File: config.mk
export PLATFORM = sky130hd
export DESIGN_NAME = iexecute
export DESIGN_NICKNAME = d
export VERILOG_FILES = /design/src/rtl/iexecute.sv
export SDC_FILE = /design/constraint.sdc
export NUM_CORES = 1
export LEC_CHECK = 0
export ABC_AREA = 0
export CAP_MARGIN = 20
export CORE_ASPECT_RATIO = 0.75
export CORE_MARGIN = 2
export CORE_UTILIZATION = 40
export CTS_BUF_LIST = sky130_fd_sc_hd__clkbuf_8 sky130_fd_sc_hd__clkbuf_16
export CTS_CLUSTER_SIZE = 20
export DETAILED_ROUTE_END_ITERATION = 6
export GPL_ROUTABILITY_DRIVEN = 0
export PLACE_DENSITY = 0.72
export RECOVER_POWER = 50
export SLEW_MARGIN = 20
export SYNTH_ARGS = -nofsm -noshare
export SYNTH_HDL_FRONTEND = slang
export SYNTH_SLANG_ARGS = --single-unit
File: constraint.sdc
create_clock -name clk -period 1 [get_ports clk]
set_clock_uncertainty 0.1 [all_clocks]
set_input_delay 0.2 -clock clk [delete_from_list [all_inputs] [get_ports clk]]
set_output_delay 0.2 -clock clk [all_outputs]
set_load 0.005 [all_outputs]
File: src/rtl/iexecute.sv
//------------------------------------------------------------------------------
// Module   : iexecute
// Brief    : EX stage with ALU control decode, ALU, branch-target adder and
//            a single registered EX/MEM boundary.
// Revision : 1.0 - initial release
//------------------------------------------------------------------------------
`default_nettype none

// Maps the decode-stage ALU class and funct field onto a 3-bit ALU select.
module alu_control (
  input  logic [1:0] aluop,
  input  logic [5:0] funct,
  output logic [2:0] alu_sel
);

  localparam logic [2:0] c_sel_and  = 3'b000;
  localparam logic [2:0] c_sel_or   = 3'b001;
  localparam logic [2:0] c_sel_add  = 3'b010;
  localparam logic [2:0] c_sel_none = 3'b011;
  localparam logic [2:0] c_sel_sub  = 3'b110;
  localparam logic [2:0] c_sel_slt  = 3'b111;

  localparam logic [5:0] c_fn_add = 6'b100000;
  localparam logic [5:0] c_fn_sub = 6'b100010;
  localparam logic [5:0] c_fn_and = 6'b100100;
  localparam logic [5:0] c_fn_or  = 6'b100101;
  localparam logic [5:0] c_fn_slt = 6'b101010;

  always_comb begin
    alu_sel = c_sel_none;
    case (aluop)
      2'b00: alu_sel = c_sel_add;
      2'b01: alu_sel = c_sel_sub;
      2'b10: begin
        case (funct)
          c_fn_add: alu_sel = c_sel_add;
          c_fn_sub: alu_sel = c_sel_sub;
          c_fn_and: alu_sel = c_sel_and;
          c_fn_or:  alu_sel = c_sel_or;
          c_fn_slt: alu_sel = c_sel_slt;
          default:  alu_sel = c_sel_none;
        endcase
      end
      default: alu_sel = c_sel_none;
    endcase
  end

endmodule

// 32-bit ALU; unrecognised selects produce zero rather than a stale value.
module alu (
  input  logic [31:0] a,
  input  logic [31:0] b,
  input  logic [2:0]  sel,
  output logic [31:0] result,
  output logic        zero
);

  localparam logic [2:0] c_sel_and = 3'b000;
  localparam logic [2:0] c_sel_or  = 3'b001;
  localparam logic [2:0] c_sel_add = 3'b010;
  localparam logic [2:0] c_sel_sub = 3'b110;
  localparam logic [2:0] c_sel_slt = 3'b111;

  always_comb begin
    result = 32'h0;
    case (sel)
      c_sel_add: result = a + b;
      c_sel_sub: result = a - b;
      c_sel_and: result = a & b;
      c_sel_or:  result = a | b;
      c_sel_slt: result = ($signed(a) < $signed(b)) ? 32'h1 : 32'h0;
      default:   result = 32'h0;
    endcase
  end

  assign zero = (result == 32'h0);

endmodule

// EX stage top: operand/destination muxing plus the EX/MEM pipeline register.
module iexecute (
  input  logic        clk,
  input  logic        rst_n,
  input  logic [1:0]  wb_ctl,
  input  logic [2:0]  m_ctl,
  input  logic        regdst,
  input  logic        alusrc,
  input  logic [1:0]  aluop,
  input  logic [31:0] npc,
  input  logic [31:0] rdata1,
  input  logic [31:0] rdata2,
  input  logic [31:0] s_extend,
  input  logic [4:0]  instr_2016,
  input  logic [4:0]  instr_1511,
  output logic [1:0]  wb_ctlout,
  output logic        branch,
  output logic        memread,
  output logic        memwrite,
  output logic [31:0] add_result,
  output logic        zero,
  output logic [31:0] alu_result,
  output logic [31:0] rdata2out,
  output logic [4:0]  five_bit_muxout
);

  logic [31:0] w_operand_b;
  logic [2:0]  w_alu_sel;
  logic [31:0] w_alu_result;
  logic        w_alu_zero;
  logic [31:0] w_branch_target;
  logic [4:0]  w_dest_reg;

  logic [1:0]  r_wb_ctl;
  logic [2:0]  r_m_ctl;
  logic [31:0] r_add_result;
  logic        r_zero;
  logic [31:0] r_alu_result;
  logic [31:0] r_rdata2;
  logic [4:0]  r_dest_reg;

  assign w_operand_b = alusrc ? s_extend : rdata2;
  assign w_dest_reg  = regdst ? instr_1511 : instr_2016;
  // Word-addressed PC: the offset is added without a left shift.
  assign w_branch_target = npc + s_extend;

  alu_control u_alu_control (
    .aluop   (aluop),
    .funct   (s_extend[5:0]),
    .alu_sel (w_alu_sel)
  );

  alu u_alu (
    .a      (rdata1),
    .b      (w_operand_b),
    .sel    (w_alu_sel),
    .result (w_alu_result),
    .zero   (w_alu_zero)
  );

  always_ff @(posedge clk or negedge rst_n) begin
    if (!rst_n) begin
      r_wb_ctl     <= 2'b00;
      r_m_ctl      <= 3'b000;
      r_add_result <= 32'h0;
      r_zero       <= 1'b0;
      r_alu_result <= 32'h0;
      r_rdata2     <= 32'h0;
      r_dest_reg   <= 5'd0;
    end else begin
      r_wb_ctl     <= wb_ctl;
      r_m_ctl      <= m_ctl;
      r_add_result <= w_branch_target;
      r_zero       <= w_alu_zero;
      r_alu_result <= w_alu_result;
      r_rdata2     <= rdata2;
      r_dest_reg   <= w_dest_reg;
    end
  end

  assign wb_ctlout       = r_wb_ctl;
  assign branch          = r_m_ctl[2];
  assign memread         = r_m_ctl[1];
  assign memwrite        = r_m_ctl[0];
  assign add_result      = r_add_result;
  assign zero            = r_zero;
  assign alu_result      = r_alu_result;
  assign rdata2out       = r_rdata2;
  assign five_bit_muxout = r_dest_reg;

endmodule

`default_nettype wire
* Word level (Yosys, flattened, before mapping) *
Index checks and enable logic that the tools add are counted.

cells by class
  mux-type cells = 6
  bitwise logic cells = 2
  $mul = 0
  eq/ne operators = 11
  $lt $le $gt $ge = 1
  divide/modulo/power cells = 0
  shifts and indexed selects = 0
  reduce and logical (&&, ||, !) cells = 3
  add/sub/neg operators = 3

operators with widths
  cell                  count
  $pmux W32 S5          1
  $add A32 B32 Y32      2
  $and A32 B32 Y32      1
  $logic_not A32 Y1     1
  $lt A32 B32 Y1        1
  $mux W32              1
  $or A32 B32 Y32       1
  $sub A32 B32 Y32      1
  $eq A6 B6 Y1 const B  5
  $pmux W3 S5           1
  $pmux W3 S3           1
  $eq A3 B3 Y1 const B  2
  $mux W5               1
  $eq A3 B1 Y1 const B  1
  $eq A3 B2 Y1 const B  1
  $logic_not A3 Y1      1
  $eq A2 B1 Y1 const B  1
  $eq A2 B2 Y1 const B  1
  $logic_not A2 Y1      1
  $mux W1               1

storage, ports and cells
  flip-flop bits (word level) = 107
  logic and storage cells = 33
  bits in latches = 0
  memory bits (read-only) = 0
  output and inout port bits = 107
  memories = 0
  RAM bits = 0
  input port bits = 149

* Longest topological paths before layout *
Gate-level depths: netlist of the first run.

  depth after elaboration = 6
  depth in mapped cells = 17
  gate-level depth less buffers = 16

* By module *
From an unflattened synthesis of the first run, not the netlist that was laid out.

second synthesis, totals
  cell total of the unflattened synthesis = 1183
  area total of the unflattened synthesis = 10099.7 µm²

by module, submodules not included
  module       area an instance (µm²)  cells each  times used  seq. area each (µm²)
  alu          5208.7                  794         1           0.0
  iexecute     4824.6                  381         1           2677.6
  alu_control  66.3                    8           1           0.0

* Worst setup path before layout of the first run *
No wires, ideal clock.

  path kind = input to register
  start point = input alusrc
  end point = register r_zero (netlist: zero)
  data arrival time = 4720 ps
  stages = 16
  buffers on the path = 2
  library setup time = 96 ps
  required time = 804 ps
  setup slack = -3916 ps
  cell sequence = clkbuf_1 buf_1 mux2i_1 inv_1 fa_1 o21bai_1 a21oi_1 o41ai_1 a31oi_1 o221ai_1 a21oi_1 a221o_1 a22o_1 or4b_2 or4_1 nor4_2

between the ends
  elaborated cells between the ends (all ways) = 9
  classes of those cells = add/sub: 2; order compare: 1; mux: 3; bitwise: 2; reduce/logical: 1

RTL lines
  item                                      line  RTL
  from (decl)                               88    input logic alusrc,
  $mux W32 (*)                              122   assign w_operand_b = alusrc ? s_extend : rdata2;
  $sub A32 B32 Y32 (tied with other cells)  69    c_sel_sub: result = a - b;
  $pmux W32 S5 (*)                          67    case (sel)
  named net u_alu.result[24]                55    output logic [31:0] result,
  $logic_not A32 Y1 (*)                     77    assign zero = (result == 32'h0);
  named net u_alu.zero                      56    output logic zero
  to (signal assigned)                      154   r_zero <= w_alu_zero;
  to (decl)                                 117   logic r_zero;

Mark *: on every way through the listed nets, which the timed path passes. The rest lies on a longest branch.

* Final worst setup path of the first run *
Same ends and word-level chain as after synthesis.

==> results.cfg, run 1 <==
[sta]
fin_crit_sh_pct = 436.4
max_freq_mhz = 229.1
slew_headroom_pct = 52.93
fin_hold_ws_ns = 0.008747
finalWorstSetupSlack_ns = -3.364
setup_viol = 171
hold_viol_final = 0
drv_slew = 0
post-route-min-period_ns = 4.364
rsz0062_at_grt = true
worst_pin_slew_ns = 0.7036

[route]
wl_met3_mm = 7.295
route.vias.total = 13580
viasPerCell = 6.132
dr_wl_met2_mm = 23.03
met1Wirelength_mm = 18.88
drt-total-wl_mm = 53.60
drc_errors = 27
wl_per_cell_um = 24.21
antenna_left = 0
top_layer_used = met5
dr.pass1.iters = 7
drt_first_iter_violations = 1879

[clock_tree]
clock_sinks = 107
cts_root_buffer = clkbuf_16
path_clk_slew_ns = 0.09
cts_buffer_depth = 2
htreeDepth = 3
cts_inserted_buffers = 9
tritoncts = yes

[global_routing]
grt_pass1_vias = 12780
grt_max_degree = 42
grt_pass1_wl_mm = 70.86
grt_overflow = 0
grt_usage_pct = 35.49
antenna_found_initial = 6

[placed_design]
place_ws_ns = -3.704
hpwl_mm = 32.99
portBuffers = 255
dpl.cell_count = 2105

[logic_synthesis]
ys.flop_type = dfrtp_1
yosys.area.top_type_share_pct = 27.29
synth_edf_count = 0
ys_ff_latch = 107
ys_warn_count = 0
synth_area_um2 = 9812
yosysSeqAreaShare_pct = 27.29
netlist_instances = 1158
syn_nets = 1439
async_flop_share_pct = 100.0
synth_area_leaders = dfrtp_1 27%, ha_1 16%, a21oi_1 4.7%
synth.avg_cell_area_um2 = 8.473
synth_area_leader_cell = dfrtp_1
synth_cell_types = 84

[pwr]
p_leak_nw = 8.702
p_per_area_nw_per_um2 = 1141
vdd_ir_drop_max_uv = 995.3

[layout]
drive_gt1_share_pct = 48.30
areaGrowthSynthToFinish_pct = 87.86
fin_cells = 2214
final_nets = 2154
utilization_pct = 76.70

[floorplanning]
ioPinCount = 256
die_area_um2 = 25810
start_util_pct = 40.83
die_h_um = 139.6
core_area_um2 = 24030
rows = 49
fp.dieW_um = 184.9

[critical_path]
worst_setup_path_start_kind = primary input
crit_type = primary input to flip-flop
crit_chain = buf_12 -> buf_12 -> buf_12 -> mux2i_4 -> ha_4 -> buf_8 -> nor2b_4 -> buf_4 -> o41ai_4 -> a31oi_4 -> o221ai_2 -> a21oi_2 -> a221o_1 -> a22o_1 -> or4b_4 -> or4_4 -> nor4_2
cp.buffers_inverters = 5
worstPathRequired_ns = 1.19
cpMaxStageDelayCell = o41ai_4
crit_fanout = 6
crit_family = compound AO/OA/AOI/OAI gates
worstPathArrival_ns = 4.55
worst_path_most_repeated_cell = buf_12
worst_path_largest_cell_delay_ns = 0.71
endpoint_kind = flip-flop

[outcome]
violations = design-rule violations, negative setup slack
status = finished, violations left

[flow_run]
max-cap-violations = 0

[hold_path]
hold_class = primary input to flip-flop
through the flow:
stage,setup TNS [ns],power (W),instance area [um2]
final,-131.70,0.02104,18430
after floorplan,-83.70,0.009397,10360
after CTS,-145.32,0.01973,18020
after global placement,-151.49,0.01464,16150
after detailed placement,-154.77,0.01483,16150
after global routing,-139.29,0.02174,18430
layer usage:
metal / global-route usage [%] / up-vias
li1: - / 5655
met1: 45.60 / 6325
met2: 55.96 / 1179
met3: 9.657 / 416
met4: 15.41 / 2
met5: 0 / -
timing repair:
action | CTS | global route
pin swaps | 98 | 88
hold endpoints to repair | 109 | 5
hold buffers | 3 | 5
gates cloned | 1 | 0
endpoints found under the setup margin | 174 | 176
gates resized for setup | 370 | 336
buffers inserted | 79 | 43
final cells by class:
class	count	area, um2
inverters	113	429.2
well taps	331	414.1
fillers	1463	5600
flip-flops and latches	107	2678
diodes	5	12.51
clock buffers	9	225.2
repair buffers	756	6125
clock inverters	7	65.06
multi-input cells	886	8484
Yosys cell counts (16+ instances only):
master and n:
a21o_1 28, dfrtp_1 107, nor3_1 26, a21oi_1 92, o21ai_0 56, nor2_1 83
nand2_1 75, ha_1 129, nand3_1 16, a211oi_1 18, clkbuf_1 40, o211ai_1 17
xnor2_1 29, mux2i_1 37, inv_1 109
cells by family (layout without fill, tap and decap cells):
family	count (synthesis)	in the layout	synth area share (%)
adders and majority gates	132	132	17.06
AOI/OAI and AO/OA	382	382	26.56
buffers and inverters	165	885	6.389
xor gates and xnor gates	41	41	3.660
other	0	5	0
DFF	107	107	27.29
muxes	43	43	4.463
and+or+nand+nor	288	288	14.58
path summary, 6_finish.rpt:
path / depth (start not counted) / startpoint / slack, ns / end
min in group asynchronous: 2 / rst_n / 0.20 / alu_result[25]
max: 17 / alusrc / -3.36 / zero
max in group asynchronous: 3 / rst_n / 0.04 / add_result[1]
min: 1 / rdata2[8] / 0.009 / rdata2out[8]
cell usage in the layout (no fill, tap or decap), drive strengths merged, types with 32 or more instances in the layout:
cell / count
inv: 115
clkdlybuf4s50: 78
nand2: 75
dfrtp: 107
ha: 129
buf: 514
dlygate4sd3: 32
mux2i: 37
nor2: 83
clkbuf: 105
a21oi: 93
o21ai: 71
report_power, final:
group          leakage (nW)  internal [W]  switching, W
clock                 0.142       0.00174       0.00195
combinational          7.29       0.00596       0.00628
sequential             1.27       0.00492      0.000179
state kept, by name, indices dropped and copies added, names as in the netlist:
name	flops
wb_ctlout	2
five_bit_muxout	5
add_result	32
r_m_ctl	3
zero	1
rdata2out	32
alu_result	32
(Power assumes the default switching activity.)
==> run 2, diff against run 1 <==
Settings changed: CORE_UTILIZATION 40 to 49, PLACE_DENSITY 0.72 to 0.84.
Clock period 1 ns to 4.2 ns, I/O delays scaled along.
==> run 2 against run 1 <==
  * The run now fails in global routing (5_1_grt)
  * Synthesized area unchanged
  * Synthesized cell count unchanged
==> results.cfg, run 2 <==
[global_routing]
antenna_found_initial = 17
grt_overflow = 3
grt_usage_pct = 72.77
grt_max_degree = 40

[logic_synthesis]
yosysSeqAreaShare_pct = 27.29
ys_ff_latch = 107
ys_top_cells_by_count = 129 x ha_1, 109 x inv_1, 107 x dfrtp_1
synth_area_um2 = 9812
ys_warn_count = 0
synth_cell_types = 84
synth.avg_cell_area_um2 = 8.473
yosys.area.top_type_share_pct = 27.29
synth_area_leaders = dfrtp_1 27%, ha_1 16%, a21oi_1 4.7%
synth_area_leader_cell = dfrtp_1
netlist_instances = 1158
synth_most_common_cell = ha_1
ys.flop_type = dfrtp_1
async_flop_share_pct = 100.0
synth_edf_count = 0
syn_nets = 1439

[floorplanning]
fp.dieW_um = 167.4
die_h_um = 126.6
rows = 44
ioPinCount = 256
start_util_pct = 50.35

[clock_tree]
cts_buffer_depth = 2
cts_inserted_buffers = 9
htreeDepth = 3
clock_sinks = 107
cts_root_buffer = clkbuf_16
ctsHoldBuffers = 0

[sta]
worst_endpoint_kind = register data pin
grt-worst-endpoint = zero$_DFF_PN0_/D

[placed_design]
place_area_um2 = 15350
portBuffers = 255
hpwl_mm = 34.53

[outcome]
error = [ERROR GRT-0232] Routing congestion too high. Check the congestion heatmap in the GUI.
status = did not finish
stop_stage = global routing (5_1_grt)
-- run 2: per-stage QoR --
stage          util, %  setup WS (ns)  instances  TNS, ns
2_1_floorplan        -        -0.4921       1158  -0.4921
3_3_place_gp     78.77         -1.018       1980   -4.669
3_5_place_dp     78.77         -1.234       1980   -8.785
4_1_cts          82.69        -0.4854       2007  -0.4854
-- run 2: cell families after synthesis --
family,share of synthesized area (%)
muxes,4.463
and+or+nand+nor,14.58
AOI/OAI and AO/OA,26.56
buffers and inverters,6.389
xor gates and xnor gates,3.660
adders and majority gates,17.06
DFF,27.29
-- run 2: metal layers --
| layer | GRT overflow | GRT usage, % |
|---|---|---|
| met3 | 0 | 63.62 |
| met2 | 2 | 86.26 |
| met4 | 1 | 69.05 |
| met1 | 0 | 71.91 |
| met5 | 0 | 40.05 |
-- run 2: timing repair --
item | CTS
pin swaps | 22
endpoints found under the setup margin | 10
setup buffers | 11
gates resized for setup | 73
==> run 3, diff against run 2 <==
Settings changed: CORE_ASPECT_RATIO 0.75 to default, CORE_UTILIZATION 49 to 34, CTS_BUF_LIST sky130_fd_sc_hd__clkbuf_8 sky130_fd_sc_hd__clkbuf_16 to default, CTS_CLUSTER_SIZE 20 to default, PLACE_DENSITY 0.84 to default, PLACE_DENSITY_LB_ADDON from default to 0.15.
==> run 3 against run 2 <==
  * The flow now finishes, with violations (max-capacitance violations, max-slew violations, negative setup slack)
==> results.cfg, run 3 (synthesis results as in run 1) <==
[clock_tree]
tritoncts = yes
htreeDepth = 3
cts_inserted_buffers = 9
cts_root_buffer = clkbuf_16
clock_sinks = 107
ctsHoldBuffers = 0
path_clk_slew_ns = 0.08
cts_buffer_depth = 2

[sta]
drv_slew = 34
rsz0062_at_grt = true
max_freq_mhz = 211.7
worst_pin_slew_ns = 1.898
hold_viol_final = 0
slew_headroom_pct = -26.51
setup_viol = 1
post-route-min-period_ns = 4.723
finalWorstSetupSlack_ns = -0.5228
fin_crit_sh_pct = 112.4

[critical_path]
endpoint_kind = flip-flop
worstPathArrival_ns = 4.90
worst_setup_path_start_kind = primary input
crit_fanout = 3
crit_type = primary input to flip-flop
worstPathRequired_ns = 4.38

[floorplanning]
fp.dieW_um = 173.9
ioPinCount = 256
start_util_pct = 34.37
rows = 62
die_h_um = 173.9
die_area_um2 = 30230
core_area_um2 = 28550

[layout]
finalInstanceArea_um2 = 16990
drive_gt1_share_pct = 31.26
utilization_pct = 59.51
areaGrowthSynthToFinish_pct = 73.14
mostFrequentLayoutCells = 387 x buf_4, 195 x clkdlybuf4s50_1, 108 x ha_1, 107 x dfrtp_1, 105 x inv_1
final_nets = 2062
layout_commonest_cell = buf_4

[placed_design]
hpwl_mm = 31.91
portBuffers = 255
place_area_um2 = 15600
place_ws_ns = -1.379

[route]
drc_errors = 0
viasPerCell = 5.238
route.vias.total = 11370
wl_per_cell_um = 18.64
antenna_left = 0
drt_first_iter_violations = 860
drt-total-wl_mm = 40.45
dr.pass1.iters = 5

[pwr]
p_seq_share_pct = 26.8
pwr-share-comb_pct = 54.4
p_leak_nw = 7.929
internal_power_w = 0.002901
p_per_area_nw_per_um2 = 266.1
power_frac_clock_pct = 18.8
swShare_pct = 35.84
vdd_ir_drop_max_uv = 193.2
switchingPower_w = 0.001620

[hold_path]
min_path_cells = 1
hold_class = primary input to flip-flop

[global_routing]
grt_max_degree = 71
antenna_found_initial = 0
grt_pass1_vias = 11260
grt_pass1_wl_mm = 61.14
grt_usage_pct = 25.79
grt_overflow = 0

[outcome]
status = finished, violations left
violations = max-capacitance violations, max-slew violations, negative setup slack

[flow_run]
max-cap-violations = 1
-- run 3: worst max-delay path, stage by stage --
cell             delay (ns)
clkdlybuf4s50_1        0.50
buf_4                  0.12
ha_2                   0.20
inv_1                  0.07
fa_2                   0.40
nor2b_4                0.14
o21ai_1                0.10
o221ai_2               0.18
xor2_1                 0.11
a222oi_1               0.48
nand3_1                0.21
a2111oi_4              0.31
nand4b_1               0.18
or4_1                  0.45
or4_4                  0.43
nor4_2                 0.16
-- run 3: repair_timing --
action	CTS	global route
hold endpoints to repair	0	0
resized for setup	68	113
buffers inserted	14	16
gates cloned	0	2
setup endpoints to repair	10	8
pin swaps	19	33
-- run 3: final timing paths --
kind / start / endpoint
worst max-delay path: rdata1[0] / zero
worst min-delay path: rdata2[2] / rdata2out[2]
max in group asynchronous: rst_n / add_result[1]
min in group asynchronous: rst_n / alu_result[8]
-- run 3: metrics by stage --
step	cells	hold WS [ns]	setup TNS, ns	power (W)
after floorplan	1158	0.4444	-0.4921	0.002169
after global routing	2169	0.5531	-0.8025	0.004765
final	2170	0.5513	-0.5228	0.004521
after CTS	2153	0.5607	-0.5124	0.004420
after detailed placement	2124	0.9735	-9.821	0.003440
after global placement	2124	0.9645	-8.154	0.003432
-- run 3: power by group through the flow --
| stage | logic (W) | registers [W] | clock network, W |
|---|---|---|---|
| floorplan | 0.000919 | 0.00125 | 0 |
| global placement | 0.00220 | 0.00123 | 0 |
| detailed placement | 0.00221 | 0.00123 | 0 |
| CTS | 0.00233 | 0.00121 | 0.000880 |
| global route | 0.00263 | 0.00123 | 0.000904 |
| finish | 0.00246 | 0.00121 | 0.000852 |
-- run 3: routing by layer --
metal  GRT usage (%)  vias to the layer above  wire (um)
li1                -                     5451          -
met1           35.60                     5339      18320
met2           41.19                      491      18150
met3           3.684                       85       2721
met4           9.104                        0       1265
met5               0                        -          0
-- run 3: layout make-up --
cell class	instances	area (um2)
diodes	1	2.502
inverters	113	426.7
well taps	384	480.5
clock inverters	6	50.05
flip-flops and latches	107	2678
clock buffers	9	225.2
repair buffers	664	5748
fillers	2574	11560
multi-input cells	886	7378
